**src/rtl/load_store_unit_pkg.sv**
```systemverilog
// Shared ISA definitions for the load/store path: data width, funct3 width encodings,
// FSM state type and small decode helpers used by the LSU and its alignment datapath.
package load_store_unit_pkg;

  localparam int XLEN = 32;

  // Load and store funct3 share the width encodings; bit 2 selects zero-extension.
  localparam logic [2:0] F3_LB  = 3'b000;
  localparam logic [2:0] F3_LH  = 3'b001;
  localparam logic [2:0] F3_LW  = 3'b010;
  localparam logic [2:0] F3_LBU = 3'b100;
  localparam logic [2:0] F3_LHU = 3'b101;
  localparam logic [2:0] F3_SB  = 3'b000;
  localparam logic [2:0] F3_SH  = 3'b001;
  localparam logic [2:0] F3_SW  = 3'b010;

  typedef enum logic [1:0] {
    ST_IDLE = 2'd0,
    ST_REQ  = 2'd1,
    ST_WAIT = 2'd2,
    ST_RESP = 2'd3
  } lsu_state_e;

  typedef enum logic [1:0] {
    SZ_BYTE = 2'd0,
    SZ_HALF = 2'd1,
    SZ_WORD = 2'd2
  } lsu_size_e;

  // Unlisted encodings fall through to word accesses.
  function automatic lsu_size_e f3_size(input logic [2:0] f3);
    case (f3)
      F3_LB, F3_LBU: return SZ_BYTE;
      F3_LH, F3_LHU: return SZ_HALF;
      default:       return SZ_WORD;
    endcase
  endfunction

  function automatic logic f3_signed(input logic [2:0] f3);
    return (f3 == F3_LB) || (f3 == F3_LH);
  endfunction

  function automatic logic is_misaligned(input logic [2:0] f3, input logic [1:0] lo);
    case (f3_size(f3))
      SZ_BYTE: return 1'b0;
      SZ_HALF: return lo[0];
      default: return lo != 2'b00;
    endcase
  endfunction

endpackage

```
**src/rtl/lsu_align.sv**
```systemverilog
// Combinational lane logic: byte enables, store-data replication and load extract/extension.
// Halfwords use only addr[1] and words ignore the low address bits, so misaligned offsets round down.
module lsu_align
  import load_store_unit_pkg::*;
(
  input  logic [2:0]      funct3,
  input  logic [1:0]      addr_lo,
  input  logic [XLEN-1:0] wdata,
  input  logic [XLEN-1:0] rdata,
  output logic [3:0]      be,
  output logic [XLEN-1:0] wdata_rep,
  output logic [XLEN-1:0] rdata_ext
);

  lsu_size_e       size;
  logic [1:0]      off;
  logic [XLEN-1:0] shifted;
  logic            sgn;

  always_comb begin
    size      = f3_size(funct3);
    off       = 2'b00;
    be        = 4'b1111;
    wdata_rep = wdata;
    case (size)
      SZ_BYTE: begin
        off       = addr_lo;
        be        = 4'b0001 << addr_lo;
        wdata_rep = {4{wdata[7:0]}};
      end
      SZ_HALF: begin
        off       = {addr_lo[1], 1'b0};
        be        = 4'b0011 << {addr_lo[1], 1'b0};
        wdata_rep = {2{wdata[15:0]}};
      end
      default: ;
    endcase
  end

  assign shifted = rdata >> {off, 3'b000};
  assign sgn     = f3_signed(funct3);

  always_comb begin
    rdata_ext = shifted;
    case (size)
      SZ_BYTE: rdata_ext = {{24{sgn & shifted[7]}}, shifted[7:0]};
      SZ_HALF: rdata_ext = {{16{sgn & shifted[15]}}, shifted[15:0]};
      default: ;
    endcase
  end

endmodule

```
**src/rtl/load_store_unit.sv**
```systemverilog
// Single-outstanding load/store unit: IDLE->REQ->(WAIT)->RESP; store 2, load 3 cycles minimum.
// Stalls decode via busy/req_ready; LSU_MISALIGN_TRAP_EN turns misaligned accesses into exceptions.
module load_store_unit #(
  parameter int XLEN = load_store_unit_pkg::XLEN
) (
  input  logic            clk,
  input  logic            rst,
  input  logic            req_valid,
  output logic            req_ready,
  input  logic            is_load,
  input  logic            is_store,
  input  logic [2:0]      funct3,
  input  logic [XLEN-1:0] addr,
  input  logic [XLEN-1:0] wdata,
  output logic            resp_valid,
  output logic [XLEN-1:0] load_data,
  output logic            misalign_exc,
  output logic            busy,
  output logic            dmem_req,
  output logic            dmem_we,
  output logic [XLEN-1:0] dmem_addr,
  output logic [3:0]      dmem_be,
  output logic [XLEN-1:0] dmem_wdata,
  input  logic            dmem_gnt,
  input  logic            dmem_rvalid,
  input  logic [XLEN-1:0] dmem_rdata
);
  import load_store_unit_pkg::*;

  lsu_state_e      state_q, state_d;
  logic [XLEN-1:0] addr_q, addr_d, wdata_q, wdata_d, load_data_q, load_data_d;
  logic [2:0]      funct3_q, funct3_d;
  logic            is_load_q, is_load_d, misalign_q, misalign_d;
  logic            accept, req_misaligned;
  logic [3:0]      be;
  logic [XLEN-1:0] wdata_rep, rdata_ext;

  assign accept = (state_q == ST_IDLE) && req_valid && (is_load || is_store);

`ifdef LSU_MISALIGN_TRAP_EN
  assign req_misaligned = is_misaligned(funct3, addr[1:0]);
`else
  assign req_misaligned = 1'b0;
`endif

  lsu_align u_align (
    .funct3    (funct3_q),
    .addr_lo   (addr_q[1:0]),
    .wdata     (wdata_q),
    .rdata     (dmem_rdata),
    .be        (be),
    .wdata_rep (wdata_rep),
    .rdata_ext (rdata_ext)
  );

  always_comb begin
    state_d     = state_q;
    addr_d      = addr_q;
    wdata_d     = wdata_q;
    funct3_d    = funct3_q;
    is_load_d   = is_load_q;
    misalign_d  = misalign_q;
    load_data_d = load_data_q;
    case (state_q)
      ST_IDLE: if (accept) begin
        addr_d     = addr;
        wdata_d    = wdata;
        funct3_d   = funct3;
        is_load_d  = is_load;
        misalign_d = req_misaligned;
        if (req_misaligned) begin
          state_d = ST_RESP;
          if (is_load) load_data_d = '0;
        end else begin
          state_d = ST_REQ;
        end
      end
      ST_REQ:  if (dmem_gnt) state_d = is_load_q ? ST_WAIT : ST_RESP;
      // rvalid only matters here; grant-cycle or post-reset pulses never reach this branch.
      ST_WAIT: if (dmem_rvalid) begin
        load_data_d = rdata_ext;
        state_d     = ST_RESP;
      end
      ST_RESP: state_d = ST_IDLE;
      default: state_d = ST_IDLE;
    endcase
  end

  always_ff @(posedge clk) begin
    if (rst) begin
      state_q     <= ST_IDLE;
      addr_q      <= '0;
      wdata_q     <= '0;
      funct3_q    <= 3'b000;
      is_load_q   <= 1'b0;
      misalign_q  <= 1'b0;
      load_data_q <= '0;
    end else begin
      state_q     <= state_d;
      addr_q      <= addr_d;
      wdata_q     <= wdata_d;
      funct3_q    <= funct3_d;
      is_load_q   <= is_load_d;
      misalign_q  <= misalign_d;
      load_data_q <= load_data_d;
    end
  end

  assign req_ready    = (state_q == ST_IDLE);
  assign busy         = ~req_ready;
  assign resp_valid   = (state_q == ST_RESP);
  assign misalign_exc = resp_valid && misalign_q;
  // Stores report zero; otherwise the last load result is held.
  assign load_data    = (resp_valid && !is_load_q) ? '0 : load_data_q;
  assign dmem_req     = (state_q == ST_REQ);
  assign dmem_we      = dmem_req && !is_load_q;
  assign dmem_addr    = dmem_req ? {addr_q[XLEN-1:2], 2'b00} : '0;
  assign dmem_be      = dmem_req ? be : 4'b0000;
  assign dmem_wdata   = dmem_we ? wdata_rep : '0;

endmodule
```
**config.mk**
```make
export PLATFORM = sky130hd
export DESIGN_NAME = load_store_unit
export DESIGN_NICKNAME = d
export VERILOG_FILES = /design/src/rtl/load_store_unit_pkg.sv /design/src/rtl/lsu_align.sv /design/src/rtl/load_store_unit.sv
export SDC_FILE = /design/constraint.sdc
export NUM_CORES = 1
export LEC_CHECK = 0
export ABC_AREA = 1
export BUFFER_PORTS_ARGS = -buffer_cell sky130_fd_sc_hd__buf_4
export CAP_MARGIN = 10
export CORE_MARGIN = 3
export CORE_UTILIZATION = 53
export CTS_CLUSTER_DIAMETER = 60
export CTS_CLUSTER_SIZE = 30
export DETAILED_ROUTE_END_ITERATION = 16
export PLACE_DENSITY = 0.86
export SETUP_SLACK_MARGIN = 0.02
export SYNTH_ARGS = -nofsm -noshare
export SYNTH_HDL_FRONTEND = slang
export SYNTH_SLANG_ARGS = --single-unit
```
**constraint.sdc**
```tcl
create_clock -name clk -period 3.05 [get_ports clk]
set_input_delay 0.61 -clock clk [delete_from_list [all_inputs] [get_ports clk]]
set_output_delay 0.61 -clock clk [all_outputs]
set_load 0.03 [all_outputs]
```
-- Yosys cells after proc, flatten, opt, wreduce, memory -nomap -nowiden
Cells that the tools add are included.
- equality and inequality tests: 10
- bitwise logic cells: 3
- shifts and indexed selects: 3
- reductions and logical operators: 15
- mux-type cells: 14
- operators with widths (cell ; number):
    $pmux W32 S2 ; 2
    $mux W32 ; 3
    $shr A32 B5 Y32 ; 1
    $pmux W2 S2 ; 2
    $pmux W2 S4 ; 1
    $pmux W4 S2 ; 1
    $eq A3 B3 Y1 const B ; 2
    $mux W2 ; 3
    $eq A2 B1 Y1 const B ; 2
    $eq A2 B2 Y1 const B ; 2
    $logic_and A1 B1 Y1 ; 4
    $logic_not A2 Y1 ; 2
    $mux W4 ; 1
    $ne A2 B1 Y1 const B ; 2
    $reduce_and A2 Y1 ; 2
    $reduce_or A2 Y1 ; 2
    $shl A1 B2 Y4 const A ; 1
    $shl A2 B2 Y4 const A ; 1
    $eq A3 B1 Y1 const B ; 1
    $logic_not A3 Y1 ; 1
    $reduce_and A3 Y1 ; 1
    $and A1 B1 Y1 ; 2
    $logic_or A1 B1 Y1 ; 2
    $ne A2 B2 Y1 const B ; 1
    3 further kinds ; 3
- input port bits: 106
- word-level logic and storage cells: 51
- flip-flop bits (word level): 102
- output and inout bits: 106

-- Depth between registers and ports, before layout
- depth in word-level cells: 8
- depth in mapped cells: 11
- mapped depth without buffers: 10

-- By module
From an unflattened synthesis, not the netlist that was laid out.
- cell total of the unflattened synthesis: 910
- area, all modules: 5734.2 µm²
- by module, submodules not included (module ; area each (µm²) ; cells an instance ; seq. area each (µm²) ; times used):
    load_store_unit ; 4405.5 ; 652 ; 2042.0 ; 1
    lsu_align ; 1328.8 ; 258 ; 0.0 ; 1

-- Worst setup path before layout
Ideal clock, no wire load.
- path type: flip-flop to output port
- start: register state_q[1]
- end: output dmem_wdata[16]
- path slack: 299 ps
- required time: 2440 ps
- cell stages (with the launch flop): 9
- data arrival time: 2141 ps
- buffers on the path: 1
- cells stage by stage: dfxtp_1 > inv_1 > ha_1 > inv_2 > or2_2 > inv_2 > buf_2 > o21ai_0 > a21oi_1
- word-level cells in the longest chain between the ends: 3
- ends and longest elaborated chain (what ; RTL line ; source):
    start, declared ; load_store_unit.sv:30 ; lsu_state_e state_q, state_d;
    start signal, assigned ; load_store_unit.sv:99 ; state_q <= state_d;
    $eq A2 B1 Y1 ; load_store_unit.sv:115 ; assign dmem_req = (state_q == ST_REQ);
    via dmem_req ; load_store_unit.sv:19 ; output logic dmem_req,
    $logic_and A1 B1 Y1 ; load_store_unit.sv:116 ; assign dmem_we = dmem_req && !is_load_q;
    via dmem_we ; load_store_unit.sv:20 ; output logic dmem_we,
    $mux W32 ; load_store_unit.sv:119 ; assign dmem_wdata = dmem_we ? wdata_rep : '0;
    end, declared ; load_store_unit.sv:23 ; output logic [XLEN-1:0] dmem_wdata,
The timed path passes the listed nets, and every way through them passes these cells.

-- Worst setup path in the final report
- start: register state_q[1]
- end: output dmem_wdata[13]
- word-level cells in the longest chain between the ends: 3
- ends and longest elaborated chain (what ; RTL line):
    $eq A2 B1 Y1 ; load_store_unit.sv:115
    $logic_and A1 B1 Y1 ; load_store_unit.sv:116
    $mux W32 ; load_store_unit.sv:119
Every way passes these cells.

==> impl_results.md <==
* Status: complete, no violations
* Clock sink count at between 100 and 150
* Final Setup Violations at 0
* Area grow syn2layout at 33.3%
* Core ar. at 9460 um^2
* Clock power frac at 0.165
* Aggregate global routing overflow at 0
* Final WS setup at roughly 0.23 ns
* Critical Path AT at 2.21 ns
* First-pass GRT wire length at 26000 um
* Buf/Inv on CP at 4
* Post-Route WL at between 15000 and 20000 um
* First DRT Iteration DRCs at approximately 420
* Seq/Total Area, Yosys at 0.386
* Gate power share at 0.468
* Hpwl dp at 11800 um
* IO Port Bufs at 208
* Initial antenna violation count at 0
* DIE AREA at 11200 um^2
* Vias/cell at 5.07
* Largest stage delay, worst path at a little over 0.4 ns
* GP Congestion at 0.913
* Critical Path End Type: output port
* DR vias at 5820
* Min Tclk post-route at 2.82 ns
* Flop pwr share at 0.367
* Die height at ~110 um
* Antenna diodes at 0
* Clock skew at ~0.0097 ns
* # Post-CTS Setup Buffers at 0
* Worst-path clk slew at 0.10 ns
* First-pass DRT Iterations at 5
* Crit path max fanout at 16
* Top Ports at 212
* PD cells at 699 nW/um^2
* Switch share at 0.444
* CTS buffer count at 9
* Number of routed nets with antenna violations at 0
* Final hold violations at 0
* Total track usage at 0.284
* VDD IR max at 0.554 mV
* Worst skew pair latency at around 0.37 ns
* Worst Hold Class: in -> reg
* Cell taking the most area after synthesis: dfxtp_1
* Vias in the first global route at 5269
* Chip width at 106 um
* Final Max Slew Viols at 0
* Post-synth top area share at 0.386
* Root Buffer: clkbuf_8
* Fmax at 354 MHz
* Rel. slew slack at 0.614
* Clk buf depth at 2
* Initial core utilization at 0.559
* P_leak at about 0.0038 uW
* Syn Area/Cell at 6.31 um^2
* Dpl ws at 0.584 ns
* Share of cells above drive strength 1 at 0.247
* Setup crit start kind: flop
* Rows at 35
* Reg-to-reg slack, setup at a little under 0.8 ns
* Worst Tran Pin Value at 0.578 ns
* Wire length per cell at 14.2 um
* Setup TNS at 0 ns
* Seq cells post-synth at 102
* Post-Syn Area at 5290 um^2
* CTS tree: built
* Max-Cap Viols at 0
* Synth Instances at roughly 840
* Drt drc at 0
* Cell variety after synth at 25
* Synth area leaders: dfxtp_1, nor2_1, inv_1, nand2_1, o21ai_0
* Final period utilization at 0.925
* Worst endpoint required time at 2.44 ns
* Final nets at 1123
* Worst-path cell chain: inv_1 > ha_1 > inv_2 > or2_2 > inv_4 > o221ai_1 > nor2_1 > buf_4
* Unrepaired setup endpoints after global routing: false
* Synth warn at 0
* Psw at 2190 uW
* Slowest CP cell: or2_2
* Critical path class: reg -> out
* Max H-tree Level at 3
* Pint at roughly 2700 uW
* Crit path max-delay family: simple AND/OR/NAND/NOR gates
* Pin count of the biggest net entering global routing at 64
sequential cells by signal, summed over array words and instances (netlist names):
signal and flops:
load_data_q 32, addr_q 32, state_q 2, funct3_q 3, wdata_q 32, is_load_q 1
worst paths after layout:
kind | start | cells after the start | end
setup / recovery | state_q[1]$_SDFFE_PP0P_ | 8 | dmem_wdata[13]
hold / removal | addr[27] | 3 | addr_q[27]$_SDFFE_PP0P_
setup reg to reg | funct3_q[1]$_SDFFE_PP0P_ | 10 | load_data_q[13]$_SDFFE_PP0P_
hold reg to reg | addr_q[24]$_SDFFE_PP0P_ | 2 | addr_q[24]$_SDFFE_PP0P_
power groups by stage:
| stage | combinational (uW) | sequential, uW | clock, uW |
|---|---|---|---|
| finish | 2310 | 1810 | 814 |
| global placement | 2260 | 1830 | 0 |
| global route | 2530 | 1840 | 883 |
| CTS | 2300 | 1810 | 836 |
| detailed placement | 2290 | 1830 | 0 |
| floorplan | 1610 | 1770 | 0 |
stage by stage:
stage               instances  hold WS, ns  total power (uW)  cell area (um^2)   util
floorplan                 841        0.458              3390              5300      -
global placement         1131        0.481              4090              6860  0.725
detailed placement       1131        0.490              4120              6860  0.725
CTS                      1147        0.435              4940              7050  0.745
global route             1147        0.444              5260              7050  0.746
finish                   1147        0.453              4930              7050  0.746
cells by family (layout without fill, tap and decap cells):
group                      count (synthesis)  in the layout  synth area share
and+or+nand+nor                          366            366             0.282
buffers and inverters                    187            364             0.142
AOI/OAI and AO/OA                        179            179             0.180
DFF                                      102            102             0.386
adders and majority gates                  4              4           0.00946
other                                      1              3          0.000709
cells in the final DEF, fill, tap and decap left out, types with 4 or more instances in the layout:
cell        n
nand2_1   112
inv_2       5
buf_4     217
clkbuf_8   10
nor2_1    192
o211ai_1   12
nor2_4      4
o221ai_1    7
dfxtp_1   102
nand3_1    48
o21ai_0    83
a21oi_1    72
ha_1        4
inv_1     122
cells in the mapped netlist:
cell type  instances
nand3_2            3
nor2_2             1
o211ai_1          12
buf_2             10
o21ai_1            3
o221ai_1           7
nor2_4             3
nor3_1             3
ha_1               4
clkbuf_1          37
nor2_1           194
inv_2              6
a21oi_1           72
o22ai_1            2
o21ai_0           83
clkbuf_2           1
or2_2              1
nand3_1           48
clkinv_1           1
dfxtp_1          102
nand2_1          112
nand2_4            1
conb_1             1
buf_4              9
inv_1            123
repair_timing:
action / in CTS / in global routing
hold buffers: 0 / 0
resized for setup: 0 / 1
endpoints found under the setup margin: 0 / 1
per-layer routing:
metal,part of all wire,wire [um],vias to the layer above,GRT usage
met5,0,0,-,0
met4,0.025,399,0,0.0888
met3,0.084,1360,35,0.0704
met2,0.47,7590,243,0.459
met1,0.43,6920,2591,0.375
li1,-,-,2951,-
worst min-delay path, stage by stage:
cell	delay, ns
buf_4	0.08
nor2_1	0.03
nor2_1	0.08
area by class of cell:
type,instances,area [um^2]
Inverter,130,490
Fill cell,818,2410
Clock buffer,10,138
Tap cell,129,161
Timing Repair Buffer,218,1650
Clock inverter,6,55.1
Multi-Input combinational cell,552,2520
Sequential cell,102,2040
Power figures use the tool's default switching activity.
